[config.mk]
export PLATFORM = sky130hd
export DESIGN_NAME = alu_unit
export DESIGN_NICKNAME = d
export VERILOG_FILES = /design/src/rtl/alu_pkg.sv /design/src/rtl/alu_muldiv_core.sv /design/src/rtl/alu_unit.sv
export SDC_FILE = /design/constraint.sdc
export NUM_CORES = 1
export LEC_CHECK = 0
export BUFFER_PORTS_ARGS = -buffer_cell sky130_fd_sc_hd__buf_2
export CAP_MARGIN = 20
export CORE_MARGIN = 1.5
export CORE_UTILIZATION = 44
export CTS_CLUSTER_SIZE = 16
export DETAILED_ROUTE_END_ITERATION = 10
export GPL_ROUTABILITY_DRIVEN = 0
export GPL_TIMING_DRIVEN = 0
export MAX_ROUTING_LAYER = met4
export PLACE_DENSITY = 0.7
export SKIP_CTS_REPAIR_TIMING = 1
export SYNTH_ARGS = -nofsm -noshare
export SYNTH_HDL_FRONTEND = slang
export SYNTH_SLANG_ARGS = --single-unit
[constraint.sdc]
create_clock -name clk -period 8.7 [get_ports clk]
set_input_delay 0.435 -clock clk [delete_from_list [all_inputs] [get_ports clk]]
set_output_delay 0.435 -clock clk [all_outputs]
set_load 0.1 [all_outputs]
[src/rtl/alu_pkg.sv]
// Shared constants for the lab CPU ALU: function codes, FSM encoding, loop sizing.
package alu_pkg;

  localparam int DATA_W = 16;

  localparam logic [2:0] ALU_ADD = 3'b000;
  localparam logic [2:0] ALU_SUB = 3'b001;
  localparam logic [2:0] ALU_AND = 3'b010;
  localparam logic [2:0] ALU_OR  = 3'b011;
  localparam logic [2:0] ALU_XOR = 3'b100;
  localparam logic [2:0] ALU_SHL = 3'b101;
  localparam logic [2:0] ALU_MUL = 3'b110;
  localparam logic [2:0] ALU_DIV = 3'b111;

  // One iteration per operand bit; the 5-bit counter stops at ITER_LAST.
  localparam int         ITER_N    = 16;
  localparam int         CNT_W     = 5;
  localparam logic [4:0] ITER_LAST = 5'(ITER_N - 1);

  typedef enum logic [1:0] {
    S_IDLE = 2'd0,
    S_RUN  = 2'd1,
    S_DONE = 2'd2
  } alu_state_e;

  function automatic logic is_iterative(input logic [2:0] func);
    return (func == ALU_MUL) || (func == ALU_DIV);
  endfunction

endpackage

[src/rtl/alu_muldiv_core.sv]
// Iterative datapath: shift/add multiply and restoring divide, one bit per step.
module alu_muldiv_core #(
  parameter int DATA_W = 16
) (
  input  logic              clk,
  input  logic              rst,
  input  logic              load,
  input  logic              step,
  input  logic              is_div,
  input  logic [DATA_W-1:0] a,
  input  logic [DATA_W-1:0] b,
  output logic              last,
  output logic [DATA_W-1:0] res,
  output logic              res_c
);
  import alu_pkg::*;

  // MUL: acc = partial product, opa = shifted multiplicand, opb = multiplier.
  // DIV: acc[DATA_W:0] = remainder, opa[DATA_W-1:0] = dividend/quotient, opb = divisor.
  logic [2*DATA_W-1:0] acc;
  logic [2*DATA_W-1:0] opa;
  logic [DATA_W-1:0]   opb;
  logic [CNT_W-1:0]    cnt;
  logic                div_q;

  logic [2*DATA_W-1:0] mul_acc_nxt;
  logic [DATA_W:0]     rem_sh;
  logic [DATA_W+1:0]   trial;
  logic                borrow;
  logic [DATA_W:0]     rem_nxt;
  logic [DATA_W-1:0]   q_nxt;

  always_comb begin
    mul_acc_nxt = acc + (opb[0] ? opa : '0);
    rem_sh      = {acc[DATA_W-1:0], opa[DATA_W-1]};
    trial       = {1'b0, rem_sh} - {2'b00, opb};
    borrow      = trial[DATA_W+1];
    rem_nxt     = borrow ? rem_sh : trial[DATA_W:0];
    q_nxt       = {opa[DATA_W-2:0], ~borrow};
  end

  // Result of the step being taken this cycle, so the top can register it
  // on the same edge that performs the final iteration.
  assign res   = div_q ? q_nxt : mul_acc_nxt[DATA_W-1:0];
  assign res_c = div_q ? (opb == '0) : (|mul_acc_nxt[2*DATA_W-1:DATA_W]);
  assign last  = (cnt == ITER_LAST);

  always_ff @(posedge clk or posedge rst) begin
    if (rst) begin
      acc   <= '0;
      opa   <= '0;
      opb   <= '0;
      cnt   <= '0;
      div_q <= 1'b0;
    end else if (load) begin
      acc   <= '0;
      opa   <= {{DATA_W{1'b0}}, a};
      opb   <= b;
      cnt   <= '0;
      div_q <= is_div;
    end else if (step) begin
      cnt <= cnt + 1'b1;
      if (div_q) begin
        acc <= {{(DATA_W-1){1'b0}}, rem_nxt};
        opa <= {{DATA_W{1'b0}}, q_nxt};
      end else begin
        acc <= mul_acc_nxt;
        opa <= opa << 1;
        opb <= opb >> 1;
      end
    end
  end

endmodule

[src/rtl/alu_unit.sv]
// Lab CPU ALU: single-cycle logic/arith ops plus iterative MUL/DIV, registered result and flags.
//
// state  | meaning
// IDLE   | waiting for alu_start
// RUN    | MUL/DIV iterating, one bit per clock
// DONE   | result valid, alu_end high; a new alu_start is accepted here
module alu_unit #(
  parameter int DATA_W = alu_pkg::DATA_W
) (
  input  logic              clk,
  input  logic              rst,
  input  logic              alu_start,
  input  logic [2:0]        alu_func,
  input  logic              alu_in_sel,
  input  logic [DATA_W-1:0] reg_a,
  input  logic [DATA_W-1:0] reg_b,
  input  logic [7:0]        ir_imm,
  output logic [DATA_W-1:0] alu_out,
  output logic              alu_end,
  output logic              alu_busy,
  output logic              flag_z,
  output logic              flag_c
);
  import alu_pkg::*;

  alu_state_e state;

  logic [DATA_W-1:0] op_b;
  logic [DATA_W:0]   sum;
  logic [DATA_W:0]   diff;
  logic [DATA_W:0]   shl_wide;
  logic [DATA_W-1:0] sc_res;
  logic              sc_c;
  logic              accept;
  logic              iterative;
  logic              core_last;
  logic [DATA_W-1:0] core_res;
  logic              core_c;

  assign op_b      = alu_in_sel ? {{(DATA_W-8){1'b0}}, ir_imm} : reg_b;
  assign accept    = alu_start && ((state == S_IDLE) || (state == S_DONE));
  assign iterative = is_iterative(alu_func);

  always_comb begin
    sum      = {1'b0, reg_a} + {1'b0, op_b};
    diff     = {1'b0, reg_a} - {1'b0, op_b};
    // Bit DATA_W of the widened shift is the last bit pushed out (0 for count 0).
    shl_wide = {1'b0, reg_a} << op_b[3:0];
    sc_res   = '0;
    sc_c     = 1'b0;
    case (alu_func)
      ALU_ADD: begin sc_res = sum[DATA_W-1:0];      sc_c = sum[DATA_W];      end
      ALU_SUB: begin sc_res = diff[DATA_W-1:0];     sc_c = diff[DATA_W];     end
      ALU_AND: sc_res = reg_a & op_b;
      ALU_OR:  sc_res = reg_a | op_b;
      ALU_XOR: sc_res = reg_a ^ op_b;
      ALU_SHL: begin sc_res = shl_wide[DATA_W-1:0]; sc_c = shl_wide[DATA_W]; end
      default: begin sc_res = '0;                   sc_c = 1'b0;             end
    endcase
  end

  alu_muldiv_core #(.DATA_W(DATA_W)) u_core (
    .clk    (clk),
    .rst    (rst),
    .load   (accept && iterative),
    .step   (state == S_RUN),
    .is_div (alu_func == ALU_DIV),
    .a      (reg_a),
    .b      (op_b),
    .last   (core_last),
    .res    (core_res),
    .res_c  (core_c)
  );

  always_ff @(posedge clk or posedge rst) begin
    if (rst) begin
      state    <= S_IDLE;
      alu_out  <= '0;
      alu_end  <= 1'b0;
      alu_busy <= 1'b0;
      flag_z   <= 1'b0;
      flag_c   <= 1'b0;
    end else begin
      alu_end <= 1'b0;
      case (state)
        S_IDLE, S_DONE: begin
          if (accept) begin
            if (iterative) begin
              state    <= S_RUN;
              alu_busy <= 1'b1;
            end else begin
              state   <= S_DONE;
              alu_out <= sc_res;
              flag_z  <= (sc_res == '0);
              flag_c  <= sc_c;
              alu_end <= 1'b1;
            end
          end else begin
            state <= S_IDLE;
          end
        end
        S_RUN: begin
          if (core_last) begin
            state    <= S_DONE;
            alu_out  <= core_res;
            flag_z   <= (core_res == '0);
            flag_c   <= core_c;
            alu_end  <= 1'b1;
            alu_busy <= 1'b0;
          end
        end
        default: state <= S_IDLE;
      endcase
    end
  end

endmodule

# == After elaboration in Yosys (flattened, before gate mapping) ==
# Index checks and enable logic that the tools add are counted.
# totals
reg_bits,108
output_inout_bits,20
inputBits,47
wordCells,94
# classes
n_mux,42
n_eq_ne,15
bitwise,4
shift,1
reduce_logical,16
add_sub_neg,5
# ops
cell,count
32-bit two-way mux,7
16-bit two-way mux,8
16-bit case mux with 6 select lines,1
16-bit logical NOT,3
32-bit adder,1
16-bit case mux with 2 select lines,1
17-bit by 16-bit subtractor with 18-bit output,1
16-bit by 16-bit adder with 17-bit output,1
17-bit two-way mux,1
16-bit by 4-bit << shifter with 17-bit output,1
16-bit by 16-bit subtractor with 17-bit output,1
16-bit AND,1
16-bit OR,1
16-bit OR reduction,1
16-bit bitwise XOR,1
1-bit two-way mux,13
3-bit == test (second input constant),4
5-bit two-way mux,2
2-bit != test (second input constant),4
1-bit case mux with 2 select lines,4
4-bit AND reduction,2
3-bit by 2-bit == test with 1-bit output (second input constant),2
2-bit two-way mux,3
5-bit by 1-bit adder with 5-bit output (second input constant),1
other kinds (15),18

# == Longest topological paths before layout ==
# logic_depth
depth_word,7
mapped_depth,18
mapped_depth_nobuf,15

# == By module ==
# From an unflattened synthesis, not the netlist that was laid out.
# unflattened
cells_unflattened,1401
area_unflattened_um2,11303.3
# by_module_without_submodules
mod,seq_area_each_um2,area_per_inst_um2,instances,cells_each
alu_muldiv_core,2152.1,6820.3,1,814
alu_unit,550.5,4483.0,1,587

# == Worst setup path after synthesis ==
# No wires, ideal clock.
# synth_path
path_type,input port to flip-flop
from,input alu_in_sel
to,register flag_z
t_required_ns,8.613
arrival_time_ns,4.131
path_buffers,3
stages,18
setup_ns,0.087
setup_slack_ns,4.482
path_cell_list,buf_4 > mux2i_4 > inv_1 > buf_2 > clkbuf_1 > ha_1 > inv_1 > fa_1 > or3_1 > a211o_1 > and4_1 > a2111oi_0 > o21ai_0 > nor4_1 > nand4_1 > nor3_1 > nand4b_1 > o211ai_1
# synth_via
elab_chain_len,7
word_cells_on_any_way,12
cone_classes,add/sub: 2; shift: 1; mux: 5; bitwise: 3; reduce/logical: 1
# synth_lines
element,line_no,source
"start, declared",alu_unit.sv:14,"input logic alu_in_sel,"
16-bit two-way mux (*),alu_unit.sv:40,"assign op_b = alu_in_sel ? {{(DATA_W-8){1'b0}}, ir_imm} : reg_b;"
"16-bit by 16-bit subtractor with 17-bit output, or another cell as far along",alu_unit.sv:46,"diff = {1'b0, reg_a} - {1'b0, op_b};"
16-bit case mux with 6 select lines (*),alu_unit.sv:51,case (alu_func)
16-bit logical NOT (*),alu_unit.sv:94,flag_z <= (sc_res == '0);
1-bit two-way mux (*),alu_unit.sv:88,if (iterative) begin
1-bit two-way mux (*),alu_unit.sv:87,if (accept) begin
1-bit case mux with 2 select lines (*),alu_unit.sv:85,case (state)
"end signal, assigned",alu_unit.sv:94,
"end signal, assigned",alu_unit.sv:106,flag_z <= (core_res == '0);
"end, declared",alu_unit.sv:21,"output logic flag_z,"
# Mark *: on every way between the ends. The rest lies on a longest branch, timed or not. The select of a mux whose other input is x is not followed.
# A chain may end at the register's enable or synchronous reset.

# == Worst setup path after layout ==
# Ends and elaborated chain as after synthesis.

==> impl_metrics.tcl <==
set metrics [dict create \
    cts_tree "yes" \
    postSynth.asyncResetShare 1.00 \
    grt_pass1_vias 10600 \
    synth-edff-count 0 \
    cts_made_buffers 9 \
    finalPower_mw 3.62 \
    synth_top_area_frac 0.252 \
    avgRoutedWirePerCell_um 20.9 \
    clock_path_buffers 2 \
    p_switching_mw 1.90 \
    intPower_mw 1.72 \
    setup_viol_count_final 0 \
    setup_tns_ns 0 \
    hp-class "in -> async" \
    rsz0062_at_grt "no" \
    drv_slew 0 \
    reg2regPathDepth 14 \
    finalWorstSetupSlack_ns 3.42 \
    area_growth_pct 10.2 \
    firstDrtPassIters 6 \
    die_width_um 159 \
    worstSetupPathType "in -> reg" \
    p_comb_frac 0.628 \
    synth_flop_cell "dfrtp_1" \
    final.fill_count 2349 \
    cp_slowest_cell "a2111oi_0" \
    diodes 0 \
    slowest_delay_ns 0.52 \
    routed_wl_um 36200 \
    period_minus_slack_ns 5.28 \
    p_per_area_mw_per_mm2 306 \
    rows 56 \
    drc_errors 0 \
    status "finished clean" \
    seq_area_frac_synth 0.252 \
    multiInputGateArea_mm2 0.00749 \
    dp_slack_ns 3.27 \
    skew_ns 0.0127 \
    yosys.area.top_type "dfrtp_1" \
    core-area_mm2 0.0237 \
    die-area_mm2 0.0253 \
    ys_ff_latch 108 \
    timing.fmax_ghz 0.190 \
    p_leak_nw 5.60 \
    clkPwrFrac 0.133 \
    nets 1568 \
    track_usage 0.291 \
    path_clk_slew_ns 0.08 \
    avgSynthCellArea_um2 8.07 \
    ios 67 \
    via_count 10800 \
    synth_fp_nets 1491 \
    hpwlAfterDp_um 28000 \
    synth_area_leaders "dfrtp_1 25%, ha_1 13%, nand2_1 5.4%" \
    arrival_ns 5.57 \
    worstSetupStartpointType "input port" \
    fp.dieH_um 159 \
    required_ns 9.00 \
    ant_nets 0 \
    seq_area_mm2 0.00270 \
    synth.distinct_cells 81 \
    drt-vias-per-instance 6.26 \
    clock_latency_ns 0.38 \
    drt_iter0_drc 1330 \
    p_sw_frac 0.525 \
    path_max_fanout 11 \
    overflow 0 \
    final-hold-violation-count 0 \
    ys_warn_count 0 \
    drive_gt1_frac 0.0864 \
    endpoint_kind "flop" \
    initial_core_util 0.453 \
    cap_violations 0 \
    path_cells "buf_4 > mux2i_4 > inv_1 > buf_2 > clkbuf_1 > ha_1 > inv_1 > fa_1 > or3_1 > a211o_1 > and4_1 > a2111oi_0 > o21ai_0 > nor4_1 > nand4_1 > nor3_1 > nand4b_1 > o211ai_1" \
    cts_root_buffer "clkbuf_16" \
    grt_pass1_wl_um 56800 \
    crit_top_cell "inv_1" \
    netlist_area_mm2 0.0107 \
    htree_levels 3 \
    ir_worst_vdd_uv 209 \
    antenna_found_initial 0 \
    netlist_instances 1330 \
    port-buffer-count 65 \
    clock_sinks 108 \
    worstMarginPinSlew_ns 1.05 \
    power_frac_seq 0.239 \
    grt_start_max_net_pins 63 \
    slew-limit-headroom 0.279 \
    fin_crit_sh 0.607 \
]
final timing paths:
kind / from / endpoint / slack (ns)
max reg2reg: u_core.opb[0] / flag_c / 4.39
max in group asynchronous: rst / u_core.acc[11] / 7.81
min: rst / u_core.acc[3] / 0.15
min reg2reg: alu_out[14] / alu_out[14] / 0.48
min in group clk: reg_a[14] / u_core.opa[14] / 0.39
max: alu_in_sel / flag_z / 3.42
layout make-up:
class	instances	area share
Buffer	74	0.0241
Clock buffer	10	0.0202
Clock inverter	6	0.00888
Inverter	69	0.0221
Multi-Input combinational cell	1079	0.633
Sequential cell	108	0.228
Tap cell	319	0.0337
Timing Repair Buffer	66	0.0298
per-layer routing:
metal | global-route usage | share of wire | vias up
met5 | - | 0 | -
met1 | 0.345 | 0.40 | 5104
met3 | 0.0354 | 0.073 | 161
met4 | 0.182 | 0.064 | 0
li1 | - | - | 4987
met2 | 0.472 | 0.46 | 589
stage by stage:
step | utilization | hold WS [ns] | std cells | area [um2]
floorplan | - | 0.454 | 1330 | 10700
global placement | 0.484 | 0.456 | 1714 | 11500
detailed placement | 0.485 | 0.462 | 1715 | 11500
CTS | 0.500 | 0.188 | 1731 | 11800
global route | 0.500 | 0.213 | 1731 | 11800
finish | 0.500 | 0.153 | 1731 | 11800
synthesized netlist by cell type, drive strengths merged, types with 3 or more instances:
library cell,count
a22o,30
a211o,6
nand2b,29
fa,4
o211ai,17
ha,110
clkbuf,64
o21bai,7
a211oi,25
o21a,6
o311ai,3
o31ai,6
and2,33
a2111oi,3
inv,68
o21ai,74
and3,9
nor4,12
nor2b,13
nand4,9
a221oi,9
nor3,20
xnor2,31
o221ai,11
a21o,30
nand3,20
mux4,5
nor2,101
a21boi,3
mux2i,45
a31oi,32
o22ai,13
buf,10
a21oi,100
a31o,4
or2,4
dfrtp,108
or3,3
a32o,3
nand2,155
mux2,10
xor2,24
a22oi,26
registers in the layout (all words and copies together), names as in the netlist, 2 cells and up:
signal      flops
alu_out        16
u_core.acc     32
u_core.opb     16
u_core.cnt      5
state           2
u_core.opa     32
cells in the final DEF, fill, tap and decap left out, types with 26 or more instances in the layout:
cell type  count
and2_1        33
clkbuf_1      64
dfrtp_1      108
buf_2         68
inv_1         67
a22o_1        29
nand2_1      155
a31oi_1       32
o21ai_0       73
ha_1         110
nand2b_1      29
mux2i_1       44
a21o_1        29
nor2_1       101
a21oi_1      100
xnor2_1       31
a22oi_1       26
kinds of logic (layout without fill, tap and decap cells):
kind of cell / count (synthesis) / after routing / synth area share
compound gates: 428 / 428 / 0.267
xor+xnor: 55 / 55 / 0.0449
fa+ha+maj: 114 / 114 / 0.136
buf+inv: 143 / 225 / 0.0507
flops: 108 / 108 / 0.252
mux: 60 / 60 / 0.0641
simple gates: 422 / 422 / 0.186
power by group through the flow:
| stage | logic [mW] | registers [mW] | clock network, mW |
|---|---|---|---|
| floorplan | 1.42 | 1.09 | 0 |
| global placement | 2.17 | 0.860 | 0 |
| detailed placement | 2.21 | 0.865 | 0 |
| CTS | 2.23 | 0.856 | 0.482 |
| global route | 2.45 | 0.885 | 0.502 |
| finish | 2.27 | 0.866 | 0.482 |
critical path, delay by kind of cell:
family                   cells  cell delay, ns
buffers and inverters        5            1.21
AND/OR/NAND/NOR              6            1.64
AO/OA/AOI/OAI                4            1.33
multiplexers                 1            0.22
adder cells (fa/ha/maj)      2            0.72
No activity file was read; power rests on OpenSTA's default activity.
